### src/rtl/anim_timer_bank_pkg.sv
// Shared definitions for the animation timer bank: default sizing,
// mode encodings and the width helper used for address ports.
package anim_timer_bank_pkg;

  localparam int DEF_NUM_CH   = 2;
  localparam int DEF_CNT_W    = 32;
  localparam int DEF_DATA_W   = 8;
  localparam int DEF_PRESCALE = 1000;
  localparam int BYTES        = DEF_CNT_W / DEF_DATA_W;

  localparam logic MODE_ONESHOT  = 1'b0;
  localparam logic MODE_PERIODIC = 1'b1;

  // Address width for n selectable items; never narrower than one bit so
  // single-item configurations still get a usable port.
  function automatic int clog2_min1(input int n);
    return (n <= 1) ? 1 : $clog2(n);
  endfunction

endpackage

### src/rtl/anim_timer_bank_timer_channel.sv
// One countdown channel: byte-programmable reload, one-shot/periodic mode,
// stop > start > tick priority and a registered terminal-count pulse.
module timer_channel
  import anim_timer_bank_pkg::*;
#(
  parameter int CNT_W  = DEF_CNT_W,
  parameter int DATA_W = DEF_DATA_W,
  parameter int BY_W   = clog2_min1(DEF_CNT_W / DEF_DATA_W)
) (
  input  logic              clk,
  input  logic              rst,
  input  logic              tick,
  input  logic              wr_en,
  input  logic [BY_W-1:0]   wr_byte,
  input  logic [DATA_W-1:0] wr_data,
  input  logic              mode_wr_en,
  input  logic              mode_in,
  input  logic              start,
  input  logic              stop,
  output logic [CNT_W-1:0]  count,
  output logic              expire
);

  logic [CNT_W-1:0] reload;
  logic             periodic;
  logic [CNT_W-1:0] count_nxt;
  logic             expire_nxt;

  // Reload and mode registers; the top only asserts the enables for in-range addresses.
  always_ff @(posedge clk) begin
    if (rst) begin
      reload   <= '0;
      periodic <= MODE_ONESHOT;
    end else begin
      if (wr_en) begin
        reload[int'(wr_byte)*DATA_W +: DATA_W] <= wr_data;
      end
      if (mode_wr_en) begin
        periodic <= mode_in;
      end
    end
  end

  // Next count: stop beats start beats tick; reload here is the pre-write value.
  always_comb begin
    count_nxt  = count;
    expire_nxt = 1'b0;
    if (stop) begin
      count_nxt = '0;
    end else if (start) begin
      count_nxt = reload;
    end else if (tick && (count != '0)) begin
      if (count == CNT_W'(1)) begin
        expire_nxt = 1'b1;
        count_nxt  = (periodic == MODE_PERIODIC) ? reload : '0;
      end else begin
        count_nxt = count - CNT_W'(1);
      end
    end
  end

  // Count and expire registers; reset drops any pending expiry.
  always_ff @(posedge clk) begin
    if (rst) begin
      count  <= '0;
      expire <= 1'b0;
    end else begin
      count  <= count_nxt;
      expire <= expire_nxt;
    end
  end

endmodule

### src/rtl/anim_timer_bank.sv
// Bank of NUM_CH countdown timers with shared tick, write address decode
// and byte readback of the live counts.
// Optional shared prescaler is built only when TIMER_PRESCALE_EN is defined;
// otherwise every cycle is a tick and PRESCALE is unused.
module anim_timer_bank
  import anim_timer_bank_pkg::*;
#(
  parameter int NUM_CH   = DEF_NUM_CH,
  parameter int CNT_W    = DEF_CNT_W,
  parameter int DATA_W   = DEF_DATA_W,
  parameter int PRESCALE = DEF_PRESCALE
) (
  input  logic                                   clk,
  input  logic                                   rst,
  input  logic                                   wr_en,
  input  logic                                   mode_wr_en,
  input  logic [clog2_min1(NUM_CH)-1:0]          wr_ch,
  input  logic [clog2_min1(CNT_W/DATA_W)-1:0]    wr_byte,
  input  logic [DATA_W-1:0]                      wr_data,
  input  logic                                   mode_in,
  input  logic [NUM_CH-1:0]                      start,
  input  logic [NUM_CH-1:0]                      stop,
  input  logic [clog2_min1(NUM_CH)-1:0]          rd_ch,
  input  logic [clog2_min1(CNT_W/DATA_W)-1:0]    rd_byte,
  output logic [DATA_W-1:0]                      rd_data,
  output logic [NUM_CH-1:0]                      busy,
  output logic [NUM_CH-1:0]                      expire
);

  localparam int NBYTES = CNT_W / DATA_W;
  localparam int CH_W   = clog2_min1(NUM_CH);
  localparam int BY_W   = clog2_min1(NBYTES);
  localparam logic [BY_W:0] NBYTES_V = (BY_W+1)'(NBYTES);

  logic                wr_byte_ok;
  logic                rd_byte_ok;
  logic [NUM_CH-1:0]   wr_hit;
  logic [NUM_CH-1:0]   mode_hit;
  logic [CNT_W-1:0]    counts [NUM_CH];
  logic                tick;

`ifdef TIMER_PRESCALE_EN
  localparam int PS_W = clog2_min1(PRESCALE);
  localparam logic [PS_W-1:0] PS_LAST = PS_W'(PRESCALE - 1);

  logic [PS_W-1:0] pre_cnt;

  assign tick = (pre_cnt == PS_LAST);

  // Free-running prescaler shared by all channels; start does not resync it.
  always_ff @(posedge clk) begin
    if (rst) begin
      pre_cnt <= '0;
    end else if (tick) begin
      pre_cnt <= '0;
    end else begin
      pre_cnt <= pre_cnt + PS_W'(1);
    end
  end
`else
  assign tick = 1'b1;
`endif

  assign wr_byte_ok = ({1'b0, wr_byte} < NBYTES_V);
  assign rd_byte_ok = ({1'b0, rd_byte} < NBYTES_V);

  // Write decode; channel indices beyond NUM_CH never match so those writes vanish.
  always_comb begin
    wr_hit   = '0;
    mode_hit = '0;
    for (int c = 0; c < NUM_CH; c++) begin
      if (wr_ch == CH_W'(c)) begin
        wr_hit[c]   = wr_en && wr_byte_ok;
        mode_hit[c] = mode_wr_en;
      end
    end
  end

  for (genvar c = 0; c < NUM_CH; c++) begin : g_ch
    timer_channel #(
      .CNT_W  (CNT_W),
      .DATA_W (DATA_W),
      .BY_W   (BY_W)
    ) u_ch (
      .clk        (clk),
      .rst        (rst),
      .tick       (tick),
      .wr_en      (wr_hit[c]),
      .wr_byte    (wr_byte),
      .wr_data    (wr_data),
      .mode_wr_en (mode_hit[c]),
      .mode_in    (mode_in),
      .start      (start[c]),
      .stop       (stop[c]),
      .count      (counts[c]),
      .expire     (expire[c])
    );

    assign busy[c] = (counts[c] != '0);
  end

  // Readback mux of the live count; out-of-range selects read as zero.
  always_comb begin
    rd_data = '0;
    for (int c = 0; c < NUM_CH; c++) begin
      if ((rd_ch == CH_W'(c)) && rd_byte_ok) begin
        rd_data = counts[c][int'(rd_byte)*DATA_W +: DATA_W];
      end
    end
  end

endmodule

### config.mk
export PLATFORM = sky130hd
export DESIGN_NAME = anim_timer_bank
export DESIGN_NICKNAME = d
export VERILOG_FILES = /design/src/rtl/anim_timer_bank_pkg.sv /design/src/rtl/anim_timer_bank_timer_channel.sv /design/src/rtl/anim_timer_bank.sv
export SDC_FILE = /design/constraint.sdc
export NUM_CORES = 1
export LEC_CHECK = 0
export ABC_AREA = 1
export CORE_MARGIN = 2
export CORE_UTILIZATION = 65
export CTS_BUF_LIST = sky130_fd_sc_hd__clkbuf_4 sky130_fd_sc_hd__clkbuf_8
export DETAILED_ROUTE_END_ITERATION = 6
export DONT_BUFFER_PORTS = 1
export MAX_ROUTING_LAYER = met4
export PLACE_DENSITY = 0.81
export SYNTH_ARGS = -nofsm -noshare
export SYNTH_HDL_FRONTEND = slang
export SYNTH_SLANG_ARGS = --single-unit
### constraint.sdc
create_clock -name clk -period 1.8 [get_ports clk]
set_input_delay 0.27 -clock clk [delete_from_list [all_inputs] [get_ports clk]]
set_output_delay 0.27 -clock clk [all_outputs]
set_load 0.005 [all_outputs]
# --- Word-level counts from Yosys, hierarchy flattened ---
# Index checks and enable logic that the tools add are counted.
classes:
  add_sub_neg: 3
  eq_ne: 2
  shift: 4
  mux: 17
  n_bitwise: 2
  reduce_logical: 8
op_table:
  columns: ["cell", "n"]
  rows:
  - ["two-way mux 32 bit", 8]
  - ["bitwise mux 32 bit", 2]
  - ["equality test 32 x 1 -> 1 bit, second input constant", 2]
  - ["nonzero test 32 bit", 2]
  - ["indexed part select 32 x 6 -> 8 bit", 2]
  - ["subtractor 32 x 1 -> 32 bit, second input constant", 2]
  - ["negator 5 -> 33 bit", 1]
  - ["variable shift 8 x 33 -> 32 bit, first input constant", 1]
  - ["indexed part select 8 x 33 -> 32 bit", 1]
  - ["two-way mux 8 bit", 1]
  - ["OR reduction 4 bit", 2]
  - ["two-way mux 1 bit", 6]
  - ["nonzero test 2 bit", 2]
  - ["OR reduction 2 bit", 2]
  - ["NOT 1 bit", 2]
word_totals:
  regBits: 132
  in_bits: 23
  output_inout_bits: 12
  elab_cells: 44

# --- Logic depth before layout (Yosys ltp) ---
# Gate-level depths: netlist (run 1).
logic_depth:
  word_depth: 4
  depth_mapped: 13

# --- Cells and area by module ---
# A second synthesis (run 1) with hierarchy kept.
hier_totals:
  cells_unflattened: 1538
  hier_area_um2: 9240.1
by_module_without_submodules:
  columns: ["mod", "n_inst", "cells_each", "area_per_inst_um2", "seq_area_each_um2"]
  rows:
  - ["timer_channel (g_ch[1].u_ch)", 1, 644, 4108.9, 1321.3]
  - ["timer_channel (g_ch[0].u_ch)", 1, 613, 3941.3, 1321.3]
  - ["anim_timer_bank", 1, 281, 1189.9, 0.0]

# --- Least setup slack after synthesis (run 1) ---
# Ideal clock, no wire load.
synth_timing:
  path_kind: "flip-flop to flip-flop"
  from: "register g_ch[0].u_ch.count[0]"
  to: "register g_ch[0].u_ch.count[10]"
  setup_ns: 0.123
  t_arrival_ns: 1.492
  setup_slack_ns: 0.185
  path_stages_with_launch: 11
  n_path_buf: 1
  synth_period_minus_slack_ns: 1.615
  cell_sequence: "dfxtp_1 inv_1 ha_1 nand2_2 nor2_4 nand3_1 nor2_1 nand2_2 nand2_2 buf_4 a31oi_1"
synth_between:
  elab_chain_cells: 4
synth_rtl:
  columns: ["item", "line_no", "source"]
  rows:
  - ["start, declared", "anim_timer_bank_timer_channel.sv:20", "output logic [CNT_W-1:0] count,"]
  - ["start signal, assigned", "anim_timer_bank_timer_channel.sv:68", "count <= count_nxt;"]
  - ["subtractor 32 x 1 -> 32 bit or equality test 32 x 1 -> 1 bit (tied branches)", "anim_timer_bank_timer_channel.sv:57, anim_timer_bank_timer_channel.sv:53", null]
  - ["two-way mux 32 bit", "anim_timer_bank_timer_channel.sv:53", "if (count == CNT_W'(1)) begin"]
  - ["two-way mux 32 bit", "anim_timer_bank_timer_channel.sv:52", "end else if (tick && (count != '0)) begin"]
  - ["two-way mux 32 bit", "anim_timer_bank_timer_channel.sv:50", "end else if (start) begin"]
# Parallel ways exist; a longest one is shown, timed or not. The select of a mux whose other input is x is not followed.
# A chain may end at the register's enable or synchronous reset.

# --- Worst setup path after layout (run 1) ---
layout_timing:
  from: "register g_ch[1].u_ch.count[0]"
  to: "output busy[1]"
layout_between:
  elab_chain_cells: 1
layout_rtl:
  columns: ["item", "line_no", "source"]
  rows:
  - ["start, declared", "anim_timer_bank_timer_channel.sv:20", null]
  - ["start signal, assigned", "anim_timer_bank_timer_channel.sv:68", null]
  - ["nonzero test 32 bit", "anim_timer_bank.sv:99", "assign busy[c] = (counts[c] != '0);"]
  - ["end, declared", "anim_timer_bank.sv:26", "output logic [NUM_CH-1:0] busy,"]
# No other way between the ends.

==> results of run 1 <==
-- stage by stage --
stage          TNS (ps)  instances  instance area (sq um)
3_3_place_gp          0       1423                   8470
4_1_cts            -115       1494                   9390
5_1_grt           -4890       1508                   9920
6_report          -2250       1508                   9920
2_1_floorplan         0       1238                   7820
3_5_place_dp      -2.01       1423                   8470
-- critical path, cell delays in order (launching register included) --
cell	delay (ps)
dfxtp_2	340
inv_2	90
ha_4	160
nand2_4	60
nor2_4	140
nand3_4	110
nor2_4	120
inv_2	60
nor2_4	90
inv_2	40
-- cell families (layout without fill, tap and decap cells) --
logic type                 count (synthesis)  count (layout)  share of synthesized area [%]
AOI/OAI and AO/OA                        214             214                           15.5
xor gates and xnor gates                  33              33                           3.70
adders and majority gates                  8               8                           1.28
buffers and inverters                    181             303                           9.49
DFF                                      132             132                           33.8
and+or+nand+nor                          670             671                           36.2
-- timing repair --
item                       in CTS  in global routing
cloned                          1                  3
setup endpoints to repair      10                 75
resized for setup              71                133
setup buffers                  33                 13
hold buffers                    6                  0
pin swaps                      31                 49
hold endpoints to repair       41                  0
-- cells in the mapped netlist, types with 2 or more instances --
master    instances  area (sq um)
ha_1              8           100
xor2_1           26           228
nor4_1            2          12.5
inv_2             7          26.3
o21ai_0          65           325
nor3_1           20           100
xnor2_1           7          61.3
a31oi_1          27           169
clkinv_1          3          11.3
nand4_1           9          56.3
nand2_1         339          1270
nor2_4            5          56.3
clkbuf_1         27           101
buf_6             2          22.5
buf_2            11          55.1
nor2_2           18           113
dfxtp_1         132          2640
nor2_1          174           653
nand3_2           3          30.0
a21oi_1         102           510
buf_4             6          45.0
a221oi_1          8          70.1
nand3_1          76           380
nand2_2          21           131
inv_1           123           462
a31oi_2          10           125
-- layout make-up --
class	instances	area [sq um]
Inverter	133	509
Sequential cell	132	2700
Multi-Input combinational cell	926	4930
Tap cell	147	184
Clock inverter	14	144
Timing Repair Buffer	138	1210
Fill cell	760	1940
Clock buffer	18	248
-- worst max path at each step --
stage,from,endpoint,slack [ps],cells past startpoint
after floorplan,g_ch[0].u_ch.count[0]$_SDFFE_PP0P_,g_ch[0].u_ch.count[10]$_SDFFE_PP0P_,190,10
after global placement,g_ch[1].u_ch.count[0]$_SDFFE_PP0P_,g_ch[1].u_ch.count[27]$_SDFFE_PP0P_,30,12
final,g_ch[1].u_ch.count[0]$_SDFFE_PP0P_,busy[1],-150,9
after detailed placement,g_ch[1].u_ch.count[0]$_SDFFE_PP0P_,g_ch[1].u_ch.count[27]$_SDFFE_PP0P_,-2,12
after global routing,g_ch[1].u_ch.count[6]$_SDFFE_PP0P_,rd_data[6],-190,5
after CTS,g_ch[1].u_ch.count[1]$_SDFFE_PP0P_,busy[1],-110,9
-- state kept, by name, indices dropped and copies added, names as in the netlist --
signal / cells
g_ch.u_ch.reload: 64
g_ch.u_ch.count: 64
g_ch.u_ch.periodic: 2
g_ch.u_ch.expire: 2
-- layout by cell type (no fill, tap or decap), types with 4 or more instances in the layout --
master         synthesis  final
a31oi_1               27     20
buf_4                  6    116
inv_2                  7     16
buf_12                 0      6
nand2_2               21     37
a31oi_2               10     17
buf_6                  2      8
nor2_4                 5     27
clkbuf_8               0     18
nand2_1              339    317
xnor2_1                7      7
o21ai_0               65     47
nor2_2                18     25
o21ai_1                1     12
dfxtp_2                0     31
dfxtp_4                0      5
xor2_1                26     26
inv_1                123    110
nor2_1               174    145
inv_6                  0      4
nand3_1               76     73
nor3_1                20     19
nand2_4                1      7
nand4_1                9      9
dfxtp_1              132     96
dlygate4sd3_1          0      5
a221oi_2               0      7
a21oi_1              102     93
nand3_2                3      5
inv_4                  0      4
ha_1                   8      5
a21oi_2                0      9
o21ai_2                0      7
-- per-layer routing --
| layer | global-route usage [%] | share of wire [%] | routed length, microns | vias up |
|---|---|---|---|---|
| li1 | - | - | - | 4206 |
| met1 | 53.9 | 37 | 11100 | 4183 |
| met2 | 67.3 | 44 | 13100 | 772 |
| met3 | 10.4 | 12 | 3600 | 207 |
| met4 | 21.5 | 6.9 | 2070 | 0 |
| met5 | - | 0 | 0 | - |
==> metrics.cfg, run 1 <==
[outcome]
status = complete, but fails checks
violations = design-rule violations, negative setup slack

[clocking]
numCtsBuffers = 17
clk_path_buf_depth = 2
cts_root_buf = clkbuf_8
clock_latency_ps = 470
cts_tree = built
cts.sinks = 132
path_clk_slew_ps = 90
htreeDepth = 4

[timing]
holdWs_ps = 16.7
min_period_ps = 1950
worst_slew_pin_slew_ps = 648
timing.final.crit_share_pct = 108
fin_ws_ps = -147
fin_skew_ps = 17.3
setup_violations = 52
slew_viol_final = 0
timing_hold_violations_final = 0
fmax_mhz = 514
slew_headroom_pct = 56.6
rsz0062_at_grt = true

[floorplanning]
row_count = 40
core-area_sq_mm = 0.0119
die_h_microns = 114
io_pins = 35
die-area_sq_mm = 0.0129
fp.dieW_microns = 114
initial_utilization_pct = 65.9

[cells_and_area]
drive_above_1_share_pct = 27.1
utilization_pct = 83.7
num_antenna_cells = 0
layout.nets = 1379
area_growth_pct = 27.0

[route]
vias_per_cell = 6.21
dr.pass1.iters = 7
vias = 9368
wirelength_microns = 29900
drtIter0Drc = 1534
wl_per_cell_microns = 19.8
drc_errors = 10
antenna_left = 0

[worst_hold_path]
min_to = g_ch[1].u_ch.count[20]$_SDFFE_PP0P_
hp-class = in -> reg
hold_depth = 3
min_from = start[1]

[global_route]
grt_use_total_pct = 43.7
grt_max_degree = 42
grt_pass1_wl_microns = 42000
grt_pass1_vias = 8223
overflow = 0
antenna_found_initial = 0

[worst_setup_path]
path_class = reg -> out
cp_max_fo = 2
r2r_end = g_ch[1].u_ch.count[5]$_SDFFE_PP0P_
cp.required_ps = 1530
crit_arrival_ps = 1680
r2r_cells = 7
r2r_slack_ps = -130
timing.rr.start = g_ch[1].u_ch.count[0]$_SDFFE_PP0P_
end_kind = output pin
start_kind = flip-flop

[logic_synthesis]
synth-seq-cells = 132
ys.flop_type = dfxtp_1
yosysWarningCount = 0
syn-instance-count = 1238
yosysSeqAreaShare_pct = 33.8
synth_nets = 1269
syn_area_sq_mm = 0.00782
synth_edf_count = 0
ys_async_sr_fraction_pct = 0
synth.distinct_cells = 33
avgSynthCellArea_sq_um = 6.31

[run]
max_cap_viol_count = 0

[placement]
gp_congestion = 0.982
place_ws_ps = -2.01
hpwl_microns = 19600
portBuffers = 0

Power of run 1 is not shown: default switching activity piles up to over one toggle a cycle in this logic, so the estimate is an artifact.
==> inputs of run 2 (changes only) <==
--- a/config.mk
+++ b/config.mk
@@ -8,11 +8,12 @@
 export ABC_AREA = 1
 export CORE_MARGIN = 2
 export CORE_UTILIZATION = 65
-export CTS_BUF_LIST = sky130_fd_sc_hd__clkbuf_4 sky130_fd_sc_hd__clkbuf_8
+export CTS_BUF_LIST = sky130_fd_sc_hd__clkbuf_4
 export DETAILED_ROUTE_END_ITERATION = 6
 export DONT_BUFFER_PORTS = 1
 export MAX_ROUTING_LAYER = met4
 export PLACE_DENSITY = 0.81
 export SYNTH_ARGS = -nofsm -noshare
 export SYNTH_HDL_FRONTEND = slang
+export SYNTH_HIERARCHICAL = 1
 export SYNTH_SLANG_ARGS = --single-unit
==> metrics.cfg, run 2 <==
[logic_synthesis]
synth_top_area_share_pct = 28.6  ; -5.2 points
synth.distinct_cells = 39  ; +18%
yosysWarningCount = 6  ; +6
synthTopCellsByCount = nand2_1, nor2_1, inv_1
synth-seq-cells = 132  ; unchanged
ys.flop_type = dfxtp_1
synth.area.top_cells = dfxtp_1, nand2_1, nor2_1
synth_top_area_cell = dfxtp_1
avgSynthCellArea_sq_um = 6.01  ; -4.8%
ys_async_sr_fraction_pct = 0  ; unchanged
syn-instance-count = 1538  ; +24%
syn_area_sq_mm = 0.00924  ; +18%
yosysMostFrequentCell = nand2_1
synth_edf_count = 0  ; unchanged
yosysSeqAreaShare_pct = 28.6  ; -5.2 points

[placement]
post_dp_cell_area_sq_mm = 0.0102  ; +21%
portBuffers = 0  ; unchanged
place_ws_ps = -106  ; -104 ps
hpwl_microns = 21400  ; +9.2%
gp_congestion = 1.01  ; +3.0%
placedCellCount = 1804  ; +27%

[cells_and_area]
drive_above_1_share_pct = 32.9  ; +5.8 points
layout.nets = 1751  ; +27%
reg_top3 = g_ch.u_ch/count (64), g_ch.u_ch/reload (64)
design_area_sq_mm = 0.0123  ; +23%
fillers = 752  ; -1.1%
utilization_pct = 88.3  ; +4.6 points
final_cell_mix = nand2_1, nor2_1, inv_1
area_growth_pct = 32.6
mostFrequentLayoutCell = nand2_1
final_cells = 1905  ; +26%

[worst_setup_path]
cpPeakStageDelay_ps = 360  ; +20 ps
slowest_stage = dfxtp_2
r2r_end = g_ch[0].u_ch/count[18]$_SDFFE_PP0P_
cp_max_fo = 8  ; +6
start_kind = flip-flop
r2r_cells = 10  ; +3
crit_arrival_ps = 2570  ; +890 ps
crit_buf_inv = 1  ; -2
crit_top_cell = nor2_1
cp.required_ps = 2260  ; +730 ps
critPathTopFamily = simple AND/OR/NAND/NOR gates
path_class = reg -> reg
worstPathCellList = nor2_2 -> nand2_2 -> nor2_4 -> nand3_4 -> o21ai_4 -> nand2_8 -> clkbuf_16 -> o21ai_1 -> nor2_1 -> nor2_1
end_kind = flip-flop
timing.rr.start = g_ch[0].u_ch/count[10]$_SDFFE_PP0P_
r2r_slack_ps = -320  ; -190 ps

[floorplanning]
fp.dieW_microns = 123  ; +8.4%
die_h_microns = 123  ; +8.4%
initial_utilization_pct = 66.6  ; +0.67 points
core-area_sq_mm = 0.0139  ; +17%
row_count = 43  ; +7.5%
die-area_sq_mm = 0.0152  ; +18%
io_pins = 35  ; unchanged

[timing]
holdWs_ps = 6.22  ; -10.5 ps
slew_viol_final = 0  ; unchanged
setup_violations = 60  ; +15%
worst_slew_pin_slew_ps = 659  ; +11.4 ps
fin_skew_ps = 37.7  ; +20.4 ps
timing.final.crit_share_pct = 118  ; +9.3 points
min_period_ps = 2120  ; +168 ps
fin_ws_ps = -315  ; -168 ps
rsz0062_at_grt = true
fin_tns_setup_ps = -5350  ; -3100 ps
fmax_mhz = 473  ; -7.9%
timing_hold_violations_final = 0  ; unchanged
slew_headroom_pct = 56.0  ; -0.65 points

[global_route]
antenna_found_initial = 1  ; +1
grt_pass1_vias = 9449  ; +15%
grt_use_total_pct = 42.0  ; -1.7 points
grt_pass1_wl_microns = 47800  ; +14%
grt_max_degree = 67  ; +60%
overflow = 0  ; unchanged

[route]
wl_per_cell_microns = 20.8  ; +4.8%
vias_per_cell = 6.29  ; +1.3%
dr.pass1.iters = 7  ; unchanged
vias = 12000  ; +28%
drtIter0Drc = 2191  ; +43%
wirelength_microns = 39600  ; +32%
antenna_left = 0  ; unchanged
drc_errors = 44  ; +34

[clocking]
cts.sinks = 132  ; unchanged
path_clk_slew_ps = 160  ; +70 ps
clock_latency_ps = 590  ; +120 ps
cts_tree = built
htreeDepth = 4  ; unchanged
cts_root_buf = clkbuf_4
numCtsBuffers = 17  ; unchanged
clk_path_buf_depth = 2  ; unchanged

[worst_hold_path]
hp-class = in -> reg
hold_depth = 2  ; -1
min_to = g_ch[0].u_ch/reload[15]$_SDFFE_PP0P_
min_from = rst

[power_and_ir_drop]
p_per_area_mw_per_mm2 = 801
ir_drop_v = 0.000744
p_leak_nw = 6.05
finalPower_mw = 9.82

[outcome]
status = complete, but fails checks
violations = design-rule violations, negative setup slack

[run]
max_cap_viol_count = 0  ; unchanged

==> run 2: changes by cell type after synthesis, moves of 21 or more <==
| cell | previous run | this run |
|---|---|---|
| nand3_1 | 76 | 117 |
| o21ai_0 | 65 | 44 |
| a21oi_1 | 102 | 73 |
| nor2_1 | 174 | 231 |
| a31oi_1 | 27 | 0 |
| nand2_1 | 339 | 468 |
| inv_1 | 123 | 189 |
| o21ai_1 | 1 | 40 |
==> run 2: timing repair <==
item	CTS	global route
endpoints found under the hold margin	67	4
gates resized for setup	98	315
setup endpoints to repair	43	74
buffers inserted	10	33
hold buffers	17	1
pin swaps	11	69
cloned	0	14
==> run 2: logic make-up (layout without fill, tap and decap cells) <==
logic type | Yosys count | count (layout) | synth area share [%]
compound gates | 202 | 202 | 12.4
buf+inv | 259 | 443 | 12.2
mux | 2 | 2 | 0.217
xor+xnor | 33 | 33 | 3.13
flops | 132 | 132 | 28.6
other cells | 1 | 3 | 0.0406
fa+ha+maj | 16 | 16 | 2.17
simple gates | 893 | 894 | 41.3
==> run 2: area by class of cell <==
| class | count | area, sq um | share of cell area, % |
|---|---|---|---|
| antenna | 1 | 2.50 | 0.0204 |
| clock buffer | 17 | 128 | 1.04 |
| clock inverter | 14 | 188 | 1.53 |
| inverter | 208 | 823 | 6.72 |
| multi-input combinational | 1149 | 6140 | 50.1 |
| sequential | 132 | 2750 | 22.4 |
| tap | 180 | 225 | 1.84 |
| timing repair buffer | 204 | 2000 | 16.3 |
==> run 2: power by group <==
part / total (mW) / switching [mW] / leakage [nW] / internal (mW)
clock: 2.40 / 1.40 / 0.160 / 0.998
sequential: 3.16 / 0.122 / 1.10 / 3.04
combinational: 4.26 / 2.64 / 4.79 / 1.62
total: 9.82 / 4.16 / 6.05 / 5.66
==> run 2: metal layers <==
layer	vias up	routed length (microns)	global-route usage (%)
met5	-	0	-
met4	0	3090	10.4
met3	395	6460	11.3
met2	1142	16300	62.4
met1	5320	13700	56.9
li1	5132	-	-
==> run 2: worst max path at each step <==
stage,startpoint,endpoint,cells past startpoint
2_1_floorplan,wr_byte[0],g_ch[1].u_ch/reload[22]$_SDFFE_PP0P_,7
3_3_place_gp,g_ch[0].u_ch/count[18]$_SDFFE_PP0P_,g_ch[0].u_ch/count[30]$_SDFFE_PP0P_,11
3_5_place_dp,g_ch[0].u_ch/count[18]$_SDFFE_PP0P_,g_ch[0].u_ch/count[23]$_SDFFE_PP0P_,11
4_1_cts,g_ch[1].u_ch/count[17]$_SDFFE_PP0P_,busy[1],7
5_1_grt,g_ch[0].u_ch/count[10]$_SDFFE_PP0P_,g_ch[0].u_ch/count[18]$_SDFFE_PP0P_,10
6_report,g_ch[0].u_ch/count[10]$_SDFFE_PP0P_,g_ch[0].u_ch/count[18]$_SDFFE_PP0P_,10
(Power assumes the default switching activity.)
